## config.mk

```make
export PLATFORM = sky130hd
export DESIGN_NAME = mig_seq_eval
export DESIGN_NICKNAME = d
export VERILOG_FILES = /design/src/rtl/mig_pkg.sv /design/src/rtl/mig_maj3.sv /design/src/rtl/mig_seq_eval.sv
export SDC_FILE = /design/constraint.sdc
export NUM_CORES = 1
export LEC_CHECK = 0
export CAP_MARGIN = 20
export CORE_UTILIZATION = 39
export CTS_BUF_LIST = sky130_fd_sc_hd__clkbuf_4
export CTS_CLUSTER_SIZE = 20
export DETAILED_ROUTE_END_ITERATION = 10
export GPL_ROUTABILITY_DRIVEN = 0
export PLACE_DENSITY = 0.61
export RECOVER_POWER = 100
export SLEW_MARGIN = 20
export SYNTH_ARGS = -nofsm -noshare
export SYNTH_HDL_FRONTEND = slang
export SYNTH_HIERARCHICAL = 1
export SYNTH_SLANG_ARGS = --single-unit
```

## constraint.sdc

```tcl
create_clock -name clk -period 12.65 [get_ports clk]
set_clock_uncertainty 0.15 [all_clocks]
set_input_delay 1.8975 -clock clk [delete_from_list [all_inputs] [get_ports clk]]
set_output_delay 1.8975 -clock clk [all_outputs]
set_load 0.01 [all_outputs]
```

## src/rtl/mig_pkg.sv

```systemverilog
// Shared types, constants and literal helpers for the MIG sequential evaluator.
package mig_pkg;

    typedef enum logic [1:0] {
        IDLE = 2'd0,
        EVAL = 2'd1,
        DONE = 2'd2
    } state_t;

    // Literal 0 is const0; its complement (literal 1) is const1.
    localparam int unsigned LIT_CONST0 = 0;
    localparam int unsigned LIT_CONST1 = 1;

    // Literal width: signal index bits plus one complement bit.
    function automatic int unsigned lit_w(input int unsigned num_pi, input int unsigned max_nodes);
        return $clog2(1 + num_pi + max_nodes) + 1;
    endfunction

    // Complement flag of a literal.
    function automatic logic lit_comp(input logic [31:0] lit);
        return (lit & 32'd1) != 32'd0;
    endfunction

    // Signal index of a literal.
    function automatic logic [31:0] lit_idx(input logic [31:0] lit);
        return lit >> 1;
    endfunction

    // Build a literal from a signal index and complement flag.
    function automatic logic [31:0] make_lit(input logic [31:0] idx, input logic comp);
        return (idx << 1) | {31'd0, comp};
    endfunction

endpackage

```

## src/rtl/mig_maj3.sv

```systemverilog
// Combinational majority of three complementable literals over a signal vector.
module mig_maj3
    import mig_pkg::*;
#(
    parameter int unsigned LIT_W = 6,
    parameter int unsigned NSIG  = 23
) (
    input  logic [LIT_W-1:0] lit_a,
    input  logic [LIT_W-1:0] lit_b,
    input  logic [LIT_W-1:0] lit_c,
    input  logic [NSIG-1:0]  sig,
    output logic             maj_c
);

    localparam int unsigned IDX_W = LIT_W - 1;
    localparam int unsigned PAD   = 1 << IDX_W;

    // Indices beyond the last node land on zero padding and read as 0.
    logic [PAD-1:0] sig_pad;
    logic           op_a;
    logic           op_b;
    logic           op_c;

    assign sig_pad = PAD'(sig);

    // Resolve each literal, then take the majority.
    always_comb begin
        op_a  = sig_pad[IDX_W'(lit_idx(32'(lit_a)))] ^ lit_comp(32'(lit_a));
        op_b  = sig_pad[IDX_W'(lit_idx(32'(lit_b)))] ^ lit_comp(32'(lit_b));
        op_c  = sig_pad[IDX_W'(lit_idx(32'(lit_c)))] ^ lit_comp(32'(lit_c));
        maj_c = (op_a & op_b) | (op_a & op_c) | (op_b & op_c);
    end

endmodule

```

## src/rtl/mig_seq_eval.sv

```systemverilog
// Programmable majority-inverter-graph evaluator, one node per clock.
module mig_seq_eval
    import mig_pkg::*;
#(
    parameter  int unsigned NUM_PI    = 6,
    parameter  int unsigned MAX_NODES = 16,
    parameter  int unsigned NUM_PO    = 1,
    localparam int unsigned LIT_W     = lit_w(NUM_PI, MAX_NODES),
    localparam int unsigned ADDR_W    = (MAX_NODES > 1) ? $clog2(MAX_NODES) : 1,
    localparam int unsigned PO_IDX_W  = (NUM_PO > 1) ? $clog2(NUM_PO) : 1,
    localparam int unsigned NUM_W     = $clog2(MAX_NODES + 1)
) (
    input  logic                  clk,
    input  logic                  rst,
    input  logic                  prog_we,
    input  logic [ADDR_W-1:0]     prog_addr,
    input  logic [3*LIT_W-1:0]    prog_lit,
    input  logic                  prog_po_we,
    input  logic [PO_IDX_W-1:0]   prog_po_idx,
    input  logic [LIT_W-1:0]      prog_po_lit,
    input  logic [NUM_W-1:0]      prog_num,
    output logic                  prog_ready,
    input  logic                  in_valid,
    output logic                  in_ready,
    input  logic [NUM_PI-1:0]     in_data,
    output logic                  out_valid,
    input  logic                  out_ready,
    output logic [NUM_PO-1:0]     y
);

    localparam int unsigned NSIG = 1 + NUM_PI + MAX_NODES;

    state_t               state;
    state_t               state_d;
    logic [ADDR_W-1:0]    cnt;
    logic [NUM_W-1:0]     num;
    logic [3*LIT_W-1:0]   node_lit [MAX_NODES];
    logic [LIT_W-1:0]     po_lit [NUM_PO];
    logic [NUM_PI-1:0]    x_reg;
    logic [MAX_NODES-1:0] node_val;

    logic                 accept_c;
    logic                 last_c;
    logic                 node_c;
    logic [3*LIT_W-1:0]   cur_lit_c;
    logic [NSIG-1:0]      sig_c;
    logic [NSIG-1:0]      sig_nxt_c;
    logic [MAX_NODES-1:0] node_val_nxt_c;
    logic [NUM_PO-1:0]    y_nxt_c;

    // Handshake readiness is a pure IDLE decode, forced low while in reset.
    assign in_ready   = (state == IDLE) && !rst;
    assign prog_ready = (state == IDLE) && !rst;
    assign accept_c   = in_valid && in_ready;
    assign last_c     = (NUM_W'(cnt) == (num - NUM_W'(1)));

    // Current signal vector: const0, latched inputs, evaluated nodes.
    assign cur_lit_c      = node_lit[cnt];
    assign sig_c          = {node_val, x_reg, 1'b0};
    assign node_val_nxt_c = node_val | (MAX_NODES'(node_c) << cnt);

    // Vector that will be visible after this edge; feeds the output selection.
    always_comb begin
        sig_nxt_c = {node_val_nxt_c, x_reg, 1'b0};
        if (state == IDLE) begin
            sig_nxt_c = {{MAX_NODES{1'b0}}, in_data, 1'b0};
        end
    end

    mig_maj3 #(
        .LIT_W (LIT_W),
        .NSIG  (NSIG)
    ) u_node (
        .lit_a (cur_lit_c[LIT_W-1:0]),
        .lit_b (cur_lit_c[2*LIT_W-1:LIT_W]),
        .lit_c (cur_lit_c[3*LIT_W-1:2*LIT_W]),
        .sig   (sig_c),
        .maj_c (node_c)
    );

    for (genvar k = 0; k < NUM_PO; k++) begin : g_po
        mig_maj3 #(
            .LIT_W (LIT_W),
            .NSIG  (NSIG)
        ) u_po (
            .lit_a (po_lit[k]),
            .lit_b (po_lit[k]),
            .lit_c (po_lit[k]),
            .sig   (sig_nxt_c),
            .maj_c (y_nxt_c[k])
        );
    end

    // State register.
    always_ff @(posedge clk) begin
        if (rst) begin
            state <= IDLE;
        end else begin
            state <= state_d;
        end
    end

    // Next-state logic.
    always_comb begin
        state_d = state;
        case (state)
            IDLE: begin
                if (accept_c) begin
                    state_d = (num == '0) ? DONE : EVAL;
                end
            end
            EVAL: begin
                if (last_c) begin
                    state_d = DONE;
                end
            end
            DONE: begin
                if (out_ready) begin
                    state_d = IDLE;
                end
            end
            default: state_d = IDLE;
        endcase
    end

    // Datapath, programming tables and registered outputs.
    always_ff @(posedge clk) begin
        if (rst) begin
            cnt       <= '0;
            num       <= '0;
            x_reg     <= '0;
            node_val  <= '0;
            out_valid <= 1'b0;
            y         <= '0;
            for (int i = 0; i < MAX_NODES; i++) begin
                node_lit[i] <= '0;
            end
            for (int k = 0; k < NUM_PO; k++) begin
                po_lit[k] <= '0;
            end
        end else begin
            out_valid <= (state_d == DONE);
            if ((state != DONE) && (state_d == DONE)) begin
                y <= y_nxt_c;
            end
            if (state == IDLE) begin
                if (accept_c) begin
                    x_reg    <= in_data;
                    node_val <= '0;
                    cnt      <= '0;
                end
                if (prog_we) begin
                    for (int i = 0; i < MAX_NODES; i++) begin
                        if (prog_addr == ADDR_W'(i)) begin
                            node_lit[i] <= prog_lit;
                        end
                    end
                end
                if (prog_po_we) begin
                    for (int k = 0; k < NUM_PO; k++) begin
                        if (prog_po_idx == PO_IDX_W'(k)) begin
                            po_lit[k] <= prog_po_lit;
                        end
                    end
                    num <= (prog_num > NUM_W'(MAX_NODES)) ? NUM_W'(MAX_NODES) : prog_num;
                end
            end
            if (state == EVAL) begin
                node_val <= node_val_nxt_c;
                cnt      <= last_c ? '0 : cnt + ADDR_W'(1);
            end
        end
    end

endmodule

```

Yosys cells after proc, flatten, opt, wreduce, memory -nomap -nowiden
Memory sizes are Yosys's and may differ from the RTL's. A register that Yosys moved wholly into a read port is not among the register bits.
Cells that the tools add are included.
{"block": "word_totals", "memories": 2, "inputBits": 46, "reg_bits": 35, "output_inout_bits": 4, "ram_bits": 294}
{"block": "op_classes", "muxes": 129, "n_eq_ne": 20, "reduce_logical": 13, "add_sub_neg": 2, "n_bitwise": 26, "order_cmp": 5, "n_shift": 1}
{"memory": "node_lit", "depth": 16, "word_bits": 18, "rd": 1, "rd_ports_with_merged_regs": 1, "write_ports": 16, "line_no": "mig_seq_eval.sv:37", "source": "logic [3*LIT_W-1:0] node_lit [MAX_NODES];"}
{"memory": "po_lit", "depth": 1, "word_bits": 6, "rd": 1, "rd_ports_with_merged_regs": 0, "write_ports": 1, "line_no": "mig_seq_eval.sv:38", "source": "logic [LIT_W-1:0] po_lit [NUM_PO];"}
{"op": "18-bit 2-to-1 mux", "n": 16}
{"op": "1-bit 2-to-1 mux", "n": 92}
{"op": "16-bit 2-to-1 mux", "n": 3}
{"op": "4-bit equality test, second input constant", "n": 8}
{"op": "5-bit by 6-bit < comparator with 1-bit output, second input constant", "n": 4}
{"op": "4-bit 2-to-1 mux", "n": 6}
{"op": "23-bit 2-to-1 mux", "n": 1}
{"op": "1-bit binary-select mux with 5-bit select", "n": 4}
{"op": "1-bit bitwise OR", "n": 18}
{"op": "4-bit by 3-bit equality test with 1-bit output, second input constant", "n": 4}
{"op": "16-bit bitwise OR", "n": 1}
{"op": "1-bit by 4-bit << shifter with 16-bit output", "n": 1}
{"op": "4-bit by 2-bit equality test with 1-bit output, second input constant", "n": 2}
{"op": "2-bit 2-to-1 mux", "n": 4}
{"op": "6-bit 2-to-1 mux", "n": 1}
{"op": "2-bit case mux with 3 select lines", "n": 1}
{"op": "2-bit AND reduction", "n": 3}
{"op": "6-bit OR reduction", "n": 1}
{"op": "4-bit by 5-bit equality test with 1-bit output", "n": 1}
{"op": "5-bit greater-than comparator, second input constant", "n": 1}
{"op": "5-bit logical NOT", "n": 1}
{"op": "5-bit 2-to-1 mux", "n": 1}
{"op": "5-bit by 1-bit subtractor with 5-bit output, second input constant", "n": 1}
{"op": "4-bit by 1-bit adder with 4-bit output, second input constant", "n": 1}
{"op": "other kinds (11)", "n": 20}

Depth between registers and ports, before layout
{"block": "logic_depth", "word_depth": 12, "depth_mapped": 23, "mapped_depth_nobuf": 19}

Hierarchy
The synthesis kept the hierarchy.
{"module": "mig_seq_eval", "seq_area_each_um2": 9609.2, "cells_per_inst": 920, "instances": 1, "area_per_inst_um2": 13925.9}
{"module": "mig_maj3", "seq_area_each_um2": 0.0, "cells_per_inst": 73, "instances": 2, "area_per_inst_um2": 691.9}

Worst setup path after synthesis
OpenSTA, ideal clock, no wires.
{"block": "synth_path", "path_kind": "register to register", "start": "reg (tool-made name)", "end": "reg y", "arrival_ps": 5160, "period_less_slack_ps": 5439, "setup_time_ps": 129, "path_slack_ps": 7211, "stages_incl_launch_ff": 23, "n_path_buf": 4, "path_cell_list": "dfxtp_1 > clkbuf_1 > buf_2 > mux4_2 > mux4_2 > buf_2 > mux4_2 > o211ai_1 > o311ai_0 > xor2_1 > maj3_2 > nor2b_1 > clkbuf_1 > a21oi_1 > nor2_1 > mux4_1 > mux2i_1 > nor3b_1 > nor3_1 > xnor2_1 > maj3_2 > nand2_1 > mux2i_1"}
{"element": "end signal: assignment", "line_no": "mig_seq_eval.sv:144", "source": "y <= y_nxt_c;"}
{"element": "end: declaration", "line_no": "mig_seq_eval.sv:28", "source": "output logic [NUM_PO-1:0] y"}

==> flow_summary.yaml <==
outcome:
  outcome: "finished with violations"
  violations: "capacitance limit, slew limit"
clock_network:
  cts_buffers: 85
  cts_setup_buffers: 0
  cts.htree.levels: 3
  holdBufCountCts: 0
  clk_latency_ns: 0.75
  tritoncts: "built"
  cts_buffer_depth: 3
  cts.sinks: 333
  cts_resized: 0
  clockRootBuffer: "clkbuf_4"
  cts.clk_slew.worst_paths_ns: 0.06
route:
  ant_nets: 0
  drt-total-wl_um: 37600
  viasPerCell: 5.50
  drc: 0
  wl_per_cell_um: 21.9
  drt_iter0_drc: 833
  vias: 9452
  drtPass1Iterations: 5
power:
  swShare_pct: 24.8
  seqPwrFrac_pct: 53.5
  ir_drop_v: 0.0000642
  net-switching-power_uw: 594
  clkPwrFrac_pct: 36.5
  pwr-share-comb_pct: 10.0
  p_int_uw: 1800
  p_leak_uw: 0.00598
  powerDensity_mw_per_mm2: 139
logic_synthesis:
  synth_xor_area_share_pct: 0.629
  synth_compound_area_share_pct: 3.91
  synth-edff-count: 294
  synth_top_family_by_area: "multiplexers"
  avgSynthCellArea_sq_um: 14.4
  yosysUniqueCellTypes: 50
  synth-simple-area-share_pct: 10.5
  synthesis.area_sq_mm: 0.0153
  synth_seq_cells: 333
  async_flop_share_pct: 0
  yosysTopAreaCell: "edfxtp_1"
  yosysSeqAreaShare_pct: 62.8
  synthMuxAreaShare_pct: 18.9
  netlist.area_leader.share_pct: 57.7
  ys_warn_count: 6
  synthAdderAreaFrac_pct: 0.311
  synthFlopType: "edfxtp_1"
  synth.area.top_cells: "edfxtp_1, mux4_2, nor2_1, dfxtp_1, mux2i_1"
  synth_cells: 1066
timing:
  hold_violations: 0
  setup_viol: 0
  period_share_pct: 69.6
  tightestPinTransition_ns: 3.74
  slew_headroom_pct: -149
  setup_ws_ns: 3.85
  period_minus_slack_ns: 8.80
  tns_ns: 0
  fmax_ghz: 0.114
  slew_violations: 101
  rsz0062_at_grt: "false"
critical_path:
  cpPeakStageDelay_ns: 2.67
  path_delay_family: "buffers and inverters"
  cp_cell_sequence: "clkbuf_1 > mux4_2 > mux4_2 > mux4_2 > o211ai_1 > o311ai_0 > xor2_1 > maj3_1 > and2_0 > a21oi_1 > nor2_1 > mux4_1 > mux2i_1 > nor3b_1 > nor3_1 > xnor2_1 > maj3_1 > nand2_1 > mux2i_1"
  cp-endpoint: "y"
  critPathKind: "flop to flop"
  reg2regPathDepth: 19
  critPathSlowestCell: "clkbuf_1"
  cp-end-kind: "flop"
  reg2reg_to: "y"
  start_kind: "flop"
  ff2ff_setup_slack_ns: 3.85
  critical_path_peak_fanout: 43
  cp.depth: 19
  arrival_ns: 9.21
  cp.required_ns: 13.06
  cp_common_cell: "mux4_2"
  cp_num_buf_inv: 1
cells_and_area:
  drive_above_1_share_pct: 21.6
  top_register: "node_lit"
  reg.largest.list: "node_lit x288, node_val x16"
  fillers: 3478
  syn2layout_area_growth_pct: 12.9
  largest_register_ffs: 288
  fin_nets: 1191
die:
  dieArea_sq_mm: 0.0401
  initial_core_util_pct: 39.6
  core-area_sq_mm: 0.0386
  num_rows: 72
  die_h_um: 200
  die_w_um: 200
  io_pins: 50
global_route:
  antenna_found_initial: 2
  grt_pass1_wl_um: 56800
  first_global_vias: 9532
  grt-ovfl-total: 0
  track_usage_pct: 18.9
  grt_max_degree: 50
place:
  pre_cts_slack_ns: 5.99
  numPortBuffers: 49
  dp_hpwl_um: 23100
job:
  cap_violations: 5
hold_path:
  hp-class: "flop to flop"
## worst min-delay path, cell delays in order (launching register included)
cell,delay (ns)
dfxtp_1,0.31
nand2_1,0.05
mux2i_1,0.05
## cell usage after synthesis, types with 10 or more instances
cell      count
mux2i_1      35
a21oi_1      23
a22oi_1      20
clkbuf_1     61
nor2_1      227
nand3_1      15
dfxtp_1      39
nand2_1      64
buf_2        20
inv_1        29
and2_1       10
edfxtp_1    294
mux4_2      104
## layout by cell type, fill, tap and decap left out, types with 23 or more instances in the layout
master and count:
edfxtp_1 294, nor2_1 228, clkbuf_4 123, mux4_2 104
nand2_1 64, clkdlybuf4s50_1 42, dfxtp_1 37, mux2i_1 35
inv_1 30, a21oi_1 23
## cells by family (layout without fill, tap and decap cells)
family / after synthesis / count (layout)
mux: 151 / 151
compound gates: 81 / 81
buf+inv: 115 / 244
xor+xnor: 11 / 11
flops: 333 / 333
other cells: 1 / 7
simple gates: 370 / 370
fa+ha+maj: 4 / 4
## metrics by stage
stage	hold slack, ns	power [uW]	cell area, sq um	util, %	std cells
CTS	0.317	2420	17300	44.9	1718
detailed placement	0.308	1550	16300	42.2	1574
floorplan	0.312	1460	15300	-	1071
global placement	0.304	1540	16300	42.2	1574
global route	0.347	2500	17300	44.7	1719
finish	0.308	2400	17300	44.7	1719
## routing by layer
layer  global-route usage (%)  vias to the layer above  routed length [um]
li1                         -                     4227                   -
met1                     24.7                     4758               15200
met2                     30.8                      404               18300
met3                     4.54                       63                3360
met4                     6.29                        0                 758
met5                        0                        -                   0
## power by group through the flow
stage	logic [uW]	registers (uW)	clock network [uW]
2_1_floorplan	179	1280	0
3_5_place_dp	242	1310	0
6_report	239	1280	874
5_1_grt	258	1290	953
4_1_cts	243	1280	898
3_3_place_gp	240	1300	0
## cell type report
cell class	count	area [sq um]	area share [%]
Tap cell	518	648	3.75
Clock buffer	123	923	5.34
Timing Repair Buffer	70	603	3.49
Multi-Input combinational cell	623	5280	30.6
Antenna cell	1	2.50	0.0145
Clock inverter	21	93.8	0.543
Sequential cell	333	9620	55.6
Inverter	30	113	0.652
## how the worst min path moves through the flow
| stage | startpoint | slack [ns] | to | depth (start not counted) |
|---|---|---|---|---|
| 4_1_cts | y | 0.32 | y | 2 |
| 6_report | y | 0.31 | y | 2 |
| 5_1_grt | y | 0.35 | y | 2 |
| 3_5_place_dp | y | 0.31 | y | 2 |
| 2_1_floorplan | num[4] | 0.31 | num[4] | 2 |
| 3_3_place_gp | y | 0.30 | y | 2 |
No activity file was read; power rests on OpenSTA's default activity.
